$ cat src/rtl/uart_rx_deser.sv
// UART receive deserializer: oversampled start detect, mid-bit sampling, LSB-first shift,
// valid/ready byte delivery with framing-error and overrun pulses.
module uart_rx_deser #(
  parameter int CLK_DIV    = 4,
  parameter int OVERSAMPLE = 16,
  parameter int DATA_BITS  = 8
) (
  input  logic                 i_clk,
  input  logic                 i_reset,
  input  logic                 i_rx,
  output logic [DATA_BITS-1:0] o_data,
  output logic                 o_valid,
  input  logic                 i_ready,
  output logic                 o_busy,
  output logic                 o_frame_err,
  output logic                 o_overrun
);
  localparam int DIV_W = (CLK_DIV > 1) ? $clog2(CLK_DIV) : 1;
  localparam int TK_W  = $clog2(OVERSAMPLE);
  localparam int BC_W  = $clog2(DATA_BITS);
  localparam logic [DIV_W-1:0] DIV_LAST = DIV_W'(CLK_DIV - 1);
  localparam logic [TK_W-1:0]  TK_HALF  = TK_W'(OVERSAMPLE / 2 - 1);
  localparam logic [TK_W-1:0]  TK_LAST  = TK_W'(OVERSAMPLE - 1);
  localparam logic [BC_W-1:0]  BC_LAST  = BC_W'(DATA_BITS - 1);

  typedef enum logic [1:0] {IDLE, START, DATA, STOP} state_e;

  state_e               state_q, state_d;
  logic                 sync1_q, rx_s_q, rx_d_q;
  logic [DIV_W-1:0]     div_q, div_d;
  logic [TK_W-1:0]      tk_q, tk_d;
  logic [BC_W-1:0]      bc_q, bc_d;
  logic [DATA_BITS-1:0] shift_q, shift_d;
  logic [DATA_BITS-1:0] data_q, data_d;
  logic                 valid_q, valid_d;
  logic                 ferr_q, ferr_d;
  logic                 ovr_q, ovr_d;
  logic                 tick, stop_ok, stop_bad;

  assign tick = (div_q == DIV_LAST);

  always_comb begin
    state_d  = state_q;
    div_d    = div_q;
    tk_d     = tk_q;
    bc_d     = bc_q;
    shift_d  = shift_q;
    stop_ok  = 1'b0;
    stop_bad = 1'b0;
    if (state_q != IDLE) div_d = tick ? '0 : div_q + 1'b1;
    case (state_q)
      IDLE: begin
        div_d = '0;
        // Edge, not level: a line stuck low after a framing error must not restart.
        if (rx_d_q && !rx_s_q) begin
          state_d = START;
          tk_d    = '0;
          bc_d    = '0;
        end
      end
      START: if (tick) begin
        if (tk_q == TK_HALF) begin
          tk_d    = '0;
          state_d = rx_s_q ? IDLE : DATA;
        end else tk_d = tk_q + 1'b1;
      end
      DATA: if (tick) begin
        if (tk_q == TK_LAST) begin
          tk_d    = '0;
          shift_d = {rx_s_q, shift_q[DATA_BITS-1:1]};
          if (bc_q == BC_LAST) state_d = STOP;
          else bc_d = bc_q + 1'b1;
        end else tk_d = tk_q + 1'b1;
      end
      STOP: if (tick) begin
        if (tk_q == TK_LAST) begin
          tk_d     = '0;
          state_d  = IDLE;
          stop_ok  = rx_s_q;
          stop_bad = !rx_s_q;
        end else tk_d = tk_q + 1'b1;
      end
      default: state_d = IDLE;
    endcase
  end

  // A byte finishing in the same cycle the consumer accepts is loaded, not dropped.
  always_comb begin
    data_d  = data_q;
    valid_d = valid_q;
    ferr_d  = stop_bad;
    ovr_d   = 1'b0;
    if (valid_q && i_ready) valid_d = 1'b0;
    if (stop_ok) begin
      if (!valid_q || i_ready) begin
        data_d  = shift_q;
        valid_d = 1'b1;
      end else ovr_d = 1'b1;
    end
  end

  always_ff @(posedge i_clk) begin
    if (i_reset) begin
      state_q <= IDLE;
      sync1_q <= 1'b1;
      rx_s_q  <= 1'b1;
      rx_d_q  <= 1'b1;
      div_q   <= '0;
      tk_q    <= '0;
      bc_q    <= '0;
      shift_q <= '0;
      data_q  <= '0;
      valid_q <= 1'b0;
      ferr_q  <= 1'b0;
      ovr_q   <= 1'b0;
    end else begin
      state_q <= state_d;
      sync1_q <= i_rx;
      rx_s_q  <= sync1_q;
      rx_d_q  <= rx_s_q;
      div_q   <= div_d;
      tk_q    <= tk_d;
      bc_q    <= bc_d;
      shift_q <= shift_d;
      data_q  <= data_d;
      valid_q <= valid_d;
      ferr_q  <= ferr_d;
      ovr_q   <= ovr_d;
    end
  end

  assign o_data      = data_q;
  assign o_valid     = valid_q;
  assign o_busy      = (state_q != IDLE);
  assign o_frame_err = ferr_q;
  assign o_overrun   = ovr_q;
endmodule

$ cat config.mk
export PLATFORM = sky130hd
export DESIGN_NAME = uart_rx_deser
export DESIGN_NICKNAME = d
export VERILOG_FILES = /design/src/rtl/uart_rx_deser.sv
export SDC_FILE = /design/constraint.sdc
export NUM_CORES = 1
export LEC_CHECK = 0
export ABC_AREA = 1
export BUFFER_PORTS_ARGS = -buffer_cell sky130_fd_sc_hd__buf_2
export CORE_UTILIZATION = 50
export CTS_CLUSTER_SIZE = 40
export DETAILED_ROUTE_END_ITERATION = 10
export PLACE_DENSITY = 0.72
export SYNTH_ARGS = -nofsm -noshare
export SYNTH_HDL_FRONTEND = slang
export SYNTH_SLANG_ARGS = --single-unit
$ cat constraint.sdc
create_clock -name i_clk -period 1.2 [get_ports i_clk]
set_input_delay 0.06 -clock i_clk [delete_from_list [all_inputs] [get_ports i_clk]]
set_output_delay 0.06 -clock i_clk [all_outputs]
set_load 0.01 [all_outputs]
==> parameters.txt, run 1 <==
Parameter                              Value

Outcome
  Result of the run    finished with violations
  Violated checks    setup timing

GRT
  Global Route Usage Sum    0.247
  Via count of the first global-routing pass    approximately 1200
  Pin count of the biggest net entering global routing    16
  Number of antenna violations at the first check in global routing    0
  Gr ovfl total    0
  First-pass GRT wire length    approximately 5000 um

Drt
  Detailed Routing Iterations Pass 1    4
  Post-Route WL    roughly 3200 um
  Routed wirelength normalized by instance count    roughly 13 um
  Starting DRC count in detailed routing    25
  Detailed-routing wirelength on met1    1420 um
  Post-route DRC    0
  Via count    around 1300
  Met3 wirelength from detailed routing    ~130 um
  Number of routed nets with antenna violations    0
  Post-detailed-route via-to-cell ratio    approximately 5.2
  Uppermost layer routed    met4
  Met2 Routed Length    around 1600 um

Worst setup path
  Delay contributed by the slowest stage of the critical path    approximately 0.37 ns
  Critical path capture point type    flop
  Sum of buffers and inverters on the critical path    1
  Library cell appearing most often on the critical path    sky130_fd_sc_hd__nand2_1
  Critical path, cell by cell    ha_4 -> nand3_4 -> buf_4 -> nand2_1 -> nand2_2 -> nor2_4 -> nand3_2 -> nand2_1 -> a21oi_2
  Arrival time at the worst endpoint    ~1.6 ns
  CP top delay family    simple AND/OR/NAND/NOR gates
  Worst Setup Start Kind    flop
  CP Max Fanout    3
  Crit Path Class    flop to flop
  Standard cell with the maximum stage delay on the critical path    sky130_fd_sc_hd__dfxtp_2
  Endpoint required time on the critical path    ~1.5 ns

Timing
  RSZ-0062 raised after global routing    yes
  Maximum clock skew at final layout    approximately 0.0092 ns
  Hold Violations, Final    0
  Shortest period the worst path allows    between 1 and 1.5 ns
  Number of max-slew violations in the final report    0
  Setup-failing EPs final    21
  Maximum frequency from static timing analysis    about 0.75 GHz
  Slew HR    0.764
  Slew @ Worst Pin    0.350 ns
  Setup TNS Final    -1.80 ns
  Worst path setup slack after routing    -0.140 ns
  Fin crit share    1.12

Finish
  Most frequent standard cell in the layout excluding fill and tap cells    sky130_fd_sc_hd__dfxtp_1
  Highest-count cells in the layout ignoring fill and taps    sky130_fd_sc_hd__dfxtp_1, sky130_fd_sc_hd__nor2_1, sky130_fd_sc_hd__nand2_1, sky130_fd_sc_hd__buf_4, sky130_fd_sc_hd__inv_1
  Antenna Diode Count    0
  Cell Count, Final, Fillers Out    250
  Share of final-layout standard cells stronger than drive strength 1    0.500
  Finished layout cell area    slightly below 0.002 mm2
  Net count, final    227
  Area grow syn2layout    41.3%
  Post-layout util    0.769

Clock network
  CTS Buf Count    5
  Buffers from clock root to sink, at most    2
  CTS tree    done
  CTS Sinks    33
  Clk_lat worst skew    around 0.35 ns
  Library cell used as clock root buffer    sky130_fd_sc_hd__clkbuf_4
  Htree depth    2
  Clock edge transition at the registers on the reported setup and hold paths    0.11 ns

Pwr
  Internal    approximately 1.5 mW
  Power density cells    about 1100 mW/mm2
  Sequential fraction of design power    0.530
  Power dissipated by switching net loads    673 uW
  Worst vdd ir    slightly below 0.0009 V
  Clock share of power    0.288
  Net switching fraction of the power    0.306
  Part of the power in combinational logic    0.182
  Leakage    approximately 0.81 nW

Yosys
  #FFs+latches synth    33
  Proportion of synthesized chip area in sequential cells    0.473
  Number of distinct library cells after synthesis    27
  Biggest area consumer among synthesized cells    sky130_fd_sc_hd__dfxtp_1
  Cell Area, Synth    around 0.0014 mm2
  Cell types with the largest area share after synthesis    sky130_fd_sc_hd__dfxtp_1, sky130_fd_sc_hd__nor2_1, sky130_fd_sc_hd__nand2_1
  Net Count, Synth    about 180
  Count of synthesis-stage warnings from yosys    0
  Proportion of netlist area held by the largest area contributor    0.473
  Instance count of the mapped netlist    174
  Syn_area_per_cell    8.02 um2

Floorplanning
  Number of standard-cell rows in the floorplan    18
  Floorplan die height    between 50 and 60 um
  Die width    54.8 um
  Core outline area    0.00257 mm2
  Initial Util    0.544
  Number of primary I/O pins    16
  Die Footprint    roughly 0.0030 mm2

Run
  Number of max-capacitance violations reported    0

Placed design
  Hpwl dp    around 2100 um
  Placement-stage cell area    approximately 0.0017 mm2
  Global placement routability congestion    a little under 0.8
  Post-Place Cells    between 200 and 250
  Port Buffer Count    15
  Post-Place Setup Slack    -0.135 ns

Min path
  Hold Path Class    primary input to flop
power groups by stage:
stage / clock network, mW / registers (mW) / logic (mW)
after detailed placement: 0 / 1.17 / 0.286
after global placement: 0 / 1.17 / 0.273
after CTS: 0.644 / 1.16 / 0.326
after global routing: 0.696 / 1.17 / 0.430
final: 0.634 / 1.17 / 0.399
after floorplan: 0 / 1.17 / 0.192
sequential cells by signal, indices dropped and copies added, names as in the netlist, named ones only:
| name | flops |
|---|---|
| o_valid | 1 |
| state_q | 1 |
| rx_d_q | 1 |
| div_q | 2 |
| o_frame_err | 1 |
| o_data | 8 |
| tk_q | 4 |
| bc_q | 3 |
| sync1_q | 1 |
| o_overrun | 1 |
| rx_s_q | 1 |
| shift_q | 8 |
cells in the mapped netlist (all sizes together):
| cell | n |
|---|---|
| dfxtp | 33 |
| nor2 | 31 |
| nand2 | 27 |
| inv | 24 |
| o21ai | 21 |
| a21oi | 13 |
| nand3 | 9 |
| ha | 4 |
| buf | 3 |
| nor3 | 2 |
| or2 | 2 |
| a211oi | 1 |
| a32oi | 1 |
| clkbuf | 1 |
| nor4 | 1 |
| o22ai | 1 |
stage by stage:
step,total power [mW],hold slack (ns)
2_1_floorplan,1.36,0.164
3_3_place_gp,1.45,0.246
3_5_place_dp,1.46,0.258
4_1_cts,2.13,0.168
5_1_grt,2.29,0.170
6_report,2.20,0.158
timing repair:
action / in CTS / in global routing
endpoints found under the hold margin: 2 / 0
setup buffers: 2 / 3
gates cloned: 2 / 0
hold buffers: 3 / 0
pin swaps: 13 / 11
resized for setup: 35 / 18
endpoints found under the setup margin: 22 / 28
cells by family after synthesis:
| family | after synthesis | synth area share |
|---|---|---|
| AO/OA/AOI/OAI | 37 | 0.163 |
| adder cells (fa/ha/maj) | 4 | 0.0358 |
| buffers and inverters | 28 | 0.0815 |
| flip-flops | 33 | 0.473 |
| AND/OR/NAND/NOR | 72 | 0.246 |
worst reg2reg max path, stage by stage, from the launching register on:
cell and delay (ns):
sky130_fd_sc_hd__dfxtp_2 0.37, sky130_fd_sc_hd__ha_4 0.15, sky130_fd_sc_hd__nand3_4 0.09, sky130_fd_sc_hd__buf_4 0.15, sky130_fd_sc_hd__nand2_1 0.06, sky130_fd_sc_hd__nand2_2 0.08
sky130_fd_sc_hd__nor2_4 0.12, sky130_fd_sc_hd__nand3_2 0.09, sky130_fd_sc_hd__nand2_1 0.09, sky130_fd_sc_hd__a21oi_2 0.05
layout make-up:
class | instances | area, um2
Multi-Input combinational cell | 114 | 800
Tap cell | 30 | 37.5
Sequential cell | 33 | 674
Clock inverter | 3 | 17.5
Clock buffer | 5 | 37.5
Fill cell | 186 | 594
Timing Repair Buffer | 40 | 300
Inverter | 24 | 103
Timing Repair inverter | 1 | 3.75
worst paths after layout:
path | from | endpoint | slack (ns) | cells past startpoint
min | i_ready | o_overrun | 0.16 | 4
max reg2reg | tk_q[0] | flop | -0.14 | 9
min reg2reg | sync1_q | rx_s_q | 0.43 | 1
max | tk_q[0] | flop | -0.14 | 9
layer usage:
metal | GRT usage | vias to the layer above
met5 | 0 | -
met4 | 0.111 | 0
met3 | 0.0861 | 6
met2 | 0.408 | 30
met1 | 0.283 | 599
li1 | - | 655
(Power assumes the default switching activity.)
==> run 2: changes to the inputs <==
RECOVER_POWER = 100   (was not set)
==> run 2 against run 1 <==
Effect of this change:
- the run still ends with setup timing left
- clock power hardly changed
- critical path type unchanged
- design area is 1.1% lower
- count of clock-buffer cells in the layout stayed put
- highest routed layer unchanged
- register-to-register slack hardly changed
- maximum frequency hardly changed
- worst setup slack worse by 0.0012 ns
- power is 0.15% lower
- cell count stayed put
==> parameters.txt, run 2 (synthesis results as in run 1) <==
Parameter                              Value

Finish
  Net count, final    approximately 230
  Share of final-layout standard cells stronger than drive strength 1    0.445
  Filler cell count    slightly below 200
  Post-layout util    0.760
  Most frequent standard cell in the layout excluding fill and tap cells    sky130_fd_sc_hd__dfxtp_1
  Antenna Diode Count    0
  Area grow syn2layout    39.8%
  Highest-count cells in the layout ignoring fill and taps    sky130_fd_sc_hd__dfxtp_1, sky130_fd_sc_hd__nor2_1, sky130_fd_sc_hd__nand2_1, sky130_fd_sc_hd__buf_4, sky130_fd_sc_hd__inv_1

GRT
  First-pass GRT wire length    approximately 5000 um
  Via count of the first global-routing pass    between 1000 and 1500
  Gr ovfl total    0
  Number of antenna violations at the first check in global routing    0
  Global Route Usage Sum    0.247
  Pin count of the biggest net entering global routing    16

Worst setup path
  Worst Setup Start Kind    flop
  CP Max Fanout    3
  Crit Path Class    flop to flop
  Arrival time at the worst endpoint    roughly 1.6 ns
  Endpoint required time on the critical path    approximately 1.5 ns
  Count of cells along the worst register-to-register path    9
  Critical path capture point type    flop

Timing
  Maximum frequency from static timing analysis    approximately 0.75 GHz
  Number of max-slew violations in the final report    0
  Maximum clock skew at final layout    between 0.01 and 0.015 ns
  Shortest period the worst path allows    1.34 ns
  RSZ-0062 raised after global routing    yes
  Worst path setup slack after routing    -0.141 ns
  Setup-failing EPs final    22
  Fin crit share    1.12
  Slew HR    0.739
  Worst-case hold slack    0.157 ns
  Hold Violations, Final    0
  Setup TNS Final    -1.85 ns
  Slew @ Worst Pin    ~0.39 ns

Pwr
  Worst vdd ir    between 0.0008 and 0.0009 V
  Power density cells    between 1000 and 1500 mW/mm2
  Leakage    between 0.7 and 0.8 nW

Min path
  Depth of the worst hold-timing path    4
  Hold Path Class    primary input to flop

Floorplanning
  Core outline area    roughly 0.0026 mm2
  Initial Util    0.544
  Number of primary I/O pins    16
  Floorplan die height    between 50 and 60 um
  Die Footprint    0.00301 mm2
  Die width    approximately 55 um
  Number of standard-cell rows in the floorplan    18

Placed design
  Hpwl dp    slightly above 2000 um
  Port Buffer Count    15
  Post-Place Setup Slack    -0.135 ns
  Global placement routability congestion    ~0.77

Clock network
  Clk_lat worst skew    approximately 0.35 ns
  Library cell used as clock root buffer    sky130_fd_sc_hd__clkbuf_4
  CTS tree    done
  Htree depth    2
  Clock edge transition at the registers on the reported setup and hold paths    about 0.11 ns
  Buffers from clock root to sink, at most    2
  CTS Buf Count    5
  CTS Sinks    33

Drt
  Routed wirelength normalized by instance count    about 13 um
  Post-Route WL    ~3200 um
  Number of routed nets with antenna violations    0
  Starting DRC count in detailed routing    24
  Post-detailed-route via-to-cell ratio    between 5 and 6
  Via count    around 1300
  Detailed Routing Iterations Pass 1    4
  Post-route DRC    0

Outcome
  Violated checks    setup timing
  Result of the run    finished with violations

Run
  Number of max-capacitance violations reported    0
run 2: cell count changes in the layout (fill, tap and decap cells not counted), sizes merged:
cell    previous run  this run
buf               37        26
clkbuf             5        16
run 2: what timing repair did:
action | CTS | global route
endpoints found under the setup margin | 22 | 28
gates cloned | 2 | 0
pin swaps | 13 | 11
gates resized for setup | 35 | 18
hold endpoints to repair | 2 | 0
buffers inserted | 2 | 3
hold buffers | 3 | 0
run 2: path summary, 6_finish.rpt:
| kind | startpoint | endpoint | slack (ns) |
|---|---|---|---|
| setup / recovery | tk_q[0] | flop | -0.14 |
| hold / removal | i_ready | o_overrun | 0.16 |
| setup reg to reg | tk_q[0] | flop | -0.14 |
| hold reg to reg | sync1_q | rx_s_q | 0.44 |
run 2: area by class of cell:
cell class              count  area, um2  share of cell area
multi-input cells         114        792               0.406
flip-flops and latches     33        674               0.346
repair buffers             40        287               0.147
inverters                  24        103              0.0526
clock buffers               5       37.5              0.0192
well taps                  30       37.5              0.0192
clock inverters             3       17.5             0.00897
repair inverters            1       3.75             0.00192
run 2: through the flow:
step / area (um2) / power, mW / std cells
4_1_cts: 1890 / 2.13 / 247
2_1_floorplan: 1440 / 1.36 / 174
3_3_place_gp: 1670 / 1.45 / 232
3_5_place_dp: 1670 / 1.46 / 232
5_1_grt: 1950 / 2.29 / 250
6_report: 1950 / 2.20 / 250
run 2: critical path: stages (launching register included):
cell and delay [ns]:
sky130_fd_sc_hd__dfxtp_2 0.37, sky130_fd_sc_hd__ha_4 0.15, sky130_fd_sc_hd__nand3_4 0.09, sky130_fd_sc_hd__buf_4 0.15, sky130_fd_sc_hd__nand2_1 0.06, sky130_fd_sc_hd__nand2_2 0.08, sky130_fd_sc_hd__nor2_4 0.12, sky130_fd_sc_hd__nand3_2 0.09
sky130_fd_sc_hd__nand2_1 0.09, sky130_fd_sc_hd__a21oi_2 0.05
run 2: routing by layer:
| metal | track usage | up-vias | wire length, um |
|---|---|---|---|
| li1 | - | 656 | - |
| met1 | 0.283 | 589 | 1410 |
| met2 | 0.408 | 30 | 1640 |
| met5 | 0 | - | 0 |
| met3 | 0.0861 | 6 | 135 |
| met4 | 0.111 | 0 | 48 |
run 2: power by group:
group,internal (mW),switching (mW)
sequential,1.13,0.0394
clock,0.221,0.415
combinational,0.178,0.217
==> run 3: changes to the inputs <==
PLACE_DENSITY = 0.73   (was 0.72)
==> run 3 against run 2 <==
Effect of this change:
- the run still ends with setup timing left
- count of clock-buffer cells in the layout unchanged
- clock power fell by 2%
- utilization increased by 0.44 points
- worst hold slack gained 0.015 ns
- non-clock buffer count fell by 2
- first-iteration DRC count rose by 42%
- routed wire length fell by 1.3%
- register-to-register slack improved by 0.03 ns
- critical path type unchanged
==> parameters.txt, run 3 (synthesis results as in run 1) <==
Parameter                              Value

Outcome
  Result of the run    finished with violations
  Violated checks    setup timing

Clock network
  Clk_lat worst skew    between 0.3 and 0.4 ns
  CTS Sinks    33
  CTS tree    done
  Buffers from clock root to sink, at most    2
  Clock edge transition at the registers on the reported setup and hold paths    ~0.10 ns
  Library cell used as clock root buffer    sky130_fd_sc_hd__clkbuf_4
  Htree depth    2
  CTS Buf Count    5

Run
  Number of max-capacitance violations reported    0

Worst setup path
  Crit Path Class    flop to flop
  Critical path capture point type    flop
  Arrival time at the worst endpoint    ~1.6 ns
  Endpoint required time on the critical path    approximately 1.5 ns
  CP Max Fanout    6
  Worst Setup Start Kind    flop

Placed design
  Post-Place Cells    233
  Post-Place Setup Slack    -0.0986 ns
  Global placement routability congestion    0.800
  Port Buffer Count    15
  Hpwl dp    about 2100 um

GRT
  Pin count of the biggest net entering global routing    16
  Gr ovfl total    0
  Number of antenna violations at the first check in global routing    0
  Global Route Usage Sum    0.238
  Via count of the first global-routing pass    approximately 1200
  First-pass GRT wire length    4930 um

Timing
  Worst path setup slack after routing    -0.107 ns
  Hold Violations, Final    0
  Maximum clock skew at final layout    ~0.016 ns
  Fin crit share    1.09
  Worst-case hold slack    ~0.17 ns
  Slew @ Worst Pin    approximately 0.3 ns
  Maximum frequency from static timing analysis    about 0.77 GHz
  Setup-failing EPs final    21
  RSZ-0062 raised after global routing    yes
  Slew HR    0.801
  Number of max-slew violations in the final report    0
  Shortest period the worst path allows    between 1 and 1.5 ns

Floorplanning
  Core outline area    about 0.0026 mm2
  Floorplan die height    between 50 and 60 um
  Die width    54.8 um
  Number of standard-cell rows in the floorplan    18
  Initial Util    0.544
  Number of primary I/O pins    16
  Die Footprint    0.00301 mm2

Pwr
  Part of the power in combinational logic    0.175
  Internal    between 1.5 and 2 mW
  Leakage    around 0.80 nW
  Sequential fraction of design power    0.537
  Power dissipated by switching net loads    between 600 and 700 uW
  Net switching fraction of the power    0.300
  Worst vdd ir    0.000944 V
  Final Total Pwr    between 2 and 2.5 mW
  Clock share of power    0.287
  Power density cells    ~1100 mW/mm2

Drt
  Post-Route WL    between 3000 and 4000 um
  Routed wirelength normalized by instance count    roughly 13 um
  Number of routed nets with antenna violations    0
  Starting DRC count in detailed routing    34
  Detailed Routing Iterations Pass 1    4
  Post-route DRC    0
  Via count    approximately 1300
  Post-detailed-route via-to-cell ratio    roughly 5.2

Finish
  Post-layout util    0.765
  Share of final-layout standard cells stronger than drive strength 1    0.486
  Antenna Diode Count    0
  Highest-count cells in the layout ignoring fill and taps    sky130_fd_sc_hd__dfxtp_1, sky130_fd_sc_hd__nor2_1, sky130_fd_sc_hd__nand2_1, sky130_fd_sc_hd__inv_1, sky130_fd_sc_hd__buf_4
  Net count, final    between 200 and 250
  Most frequent standard cell in the layout excluding fill and tap cells    sky130_fd_sc_hd__dfxtp_1
  Cell Count, Final, Fillers Out    ~250
  Area grow syn2layout    40.6%

Min path
  Hold Path Class    primary input to flop
==> run 3: cell types whose count changed in the layout (fill, tap and decap cells not counted), moves of 2 or more <==
cell / delta
sky130_fd_sc_hd__buf_2: +10
sky130_fd_sc_hd__nand3_2: -2
sky130_fd_sc_hd__buf_6: +2
sky130_fd_sc_hd__clkbuf_1: -10
sky130_fd_sc_hd__buf_4: -3
==> run 3: cell type report <==
| type | count | area [um2] |
|---|---|---|
| flip-flops and latches | 33 | 676 |
| multi-input cells | 114 | 800 |
| repair buffers | 38 | 289 |
| inverters | 24 | 103 |
| clock buffers | 5 | 37.5 |
| fillers | 182 | 604 |
| well taps | 30 | 37.5 |
| clock inverters | 3 | 17.5 |
| repair inverters | 1 | 3.75 |
==> run 3: metal layers <==
layer	GRT usage	routed length [um]	vias up
li1	-	-	648
met1	0.267	1380	608
met2	0.410	1650	28
met3	0.0806	122	4
met4	0.0897	34	0
met5	0	0	-
==> run 3: metrics by stage <==
stage	setup TNS, ns	cell area [um2]
4_1_cts	-1.34	1880
3_3_place_gp	-0.484	1680
2_1_floorplan	-0.120	1440
3_5_place_dp	-1.30	1680
5_1_grt	-2.88	1960
6_report	-1.21	1960
==> run 3: worst max-delay path, stage by stage (launching register included) <==
cell,delay (ns)
sky130_fd_sc_hd__dfxtp_2,0.36
sky130_fd_sc_hd__ha_4,0.15
sky130_fd_sc_hd__nand3_4,0.09
sky130_fd_sc_hd__nor2_4,0.22
sky130_fd_sc_hd__nand3_4,0.16
sky130_fd_sc_hd__buf_6,0.16
sky130_fd_sc_hd__a21oi_2,0.10
==> run 3: power by group through the flow <==
| stage | Combinational [mW] | Clock (mW) | Sequential (mW) |
|---|---|---|---|
| global placement | 0.273 | 0 | 1.17 |
| floorplan | 0.192 | 0 | 1.17 |
| finish | 0.379 | 0.621 | 1.16 |
| global route | 0.411 | 0.676 | 1.17 |
| detailed placement | 0.281 | 0 | 1.17 |
| CTS | 0.318 | 0.628 | 1.16 |
==> run 3: worst paths after layout <==
check	slack (ns)	startpoint	depth (start not counted)	endpoint
hold reg to reg	0.42	sync1_q	1	rx_s_q
setup / recovery	-0.11	tk_q[0]	6	o_data[7]
setup reg to reg	-0.11	tk_q[0]	6	o_data[7]
hold / removal	0.17	i_ready	4	o_overrun
==> run 3: repair_timing <==
action,CTS,global route
pin swaps,18,9
buffers inserted,1,2
hold buffers,2,0
setup endpoints to repair,24,26
gates cloned,2,0
gates resized for setup,35,20
hold endpoints to repair,3,0
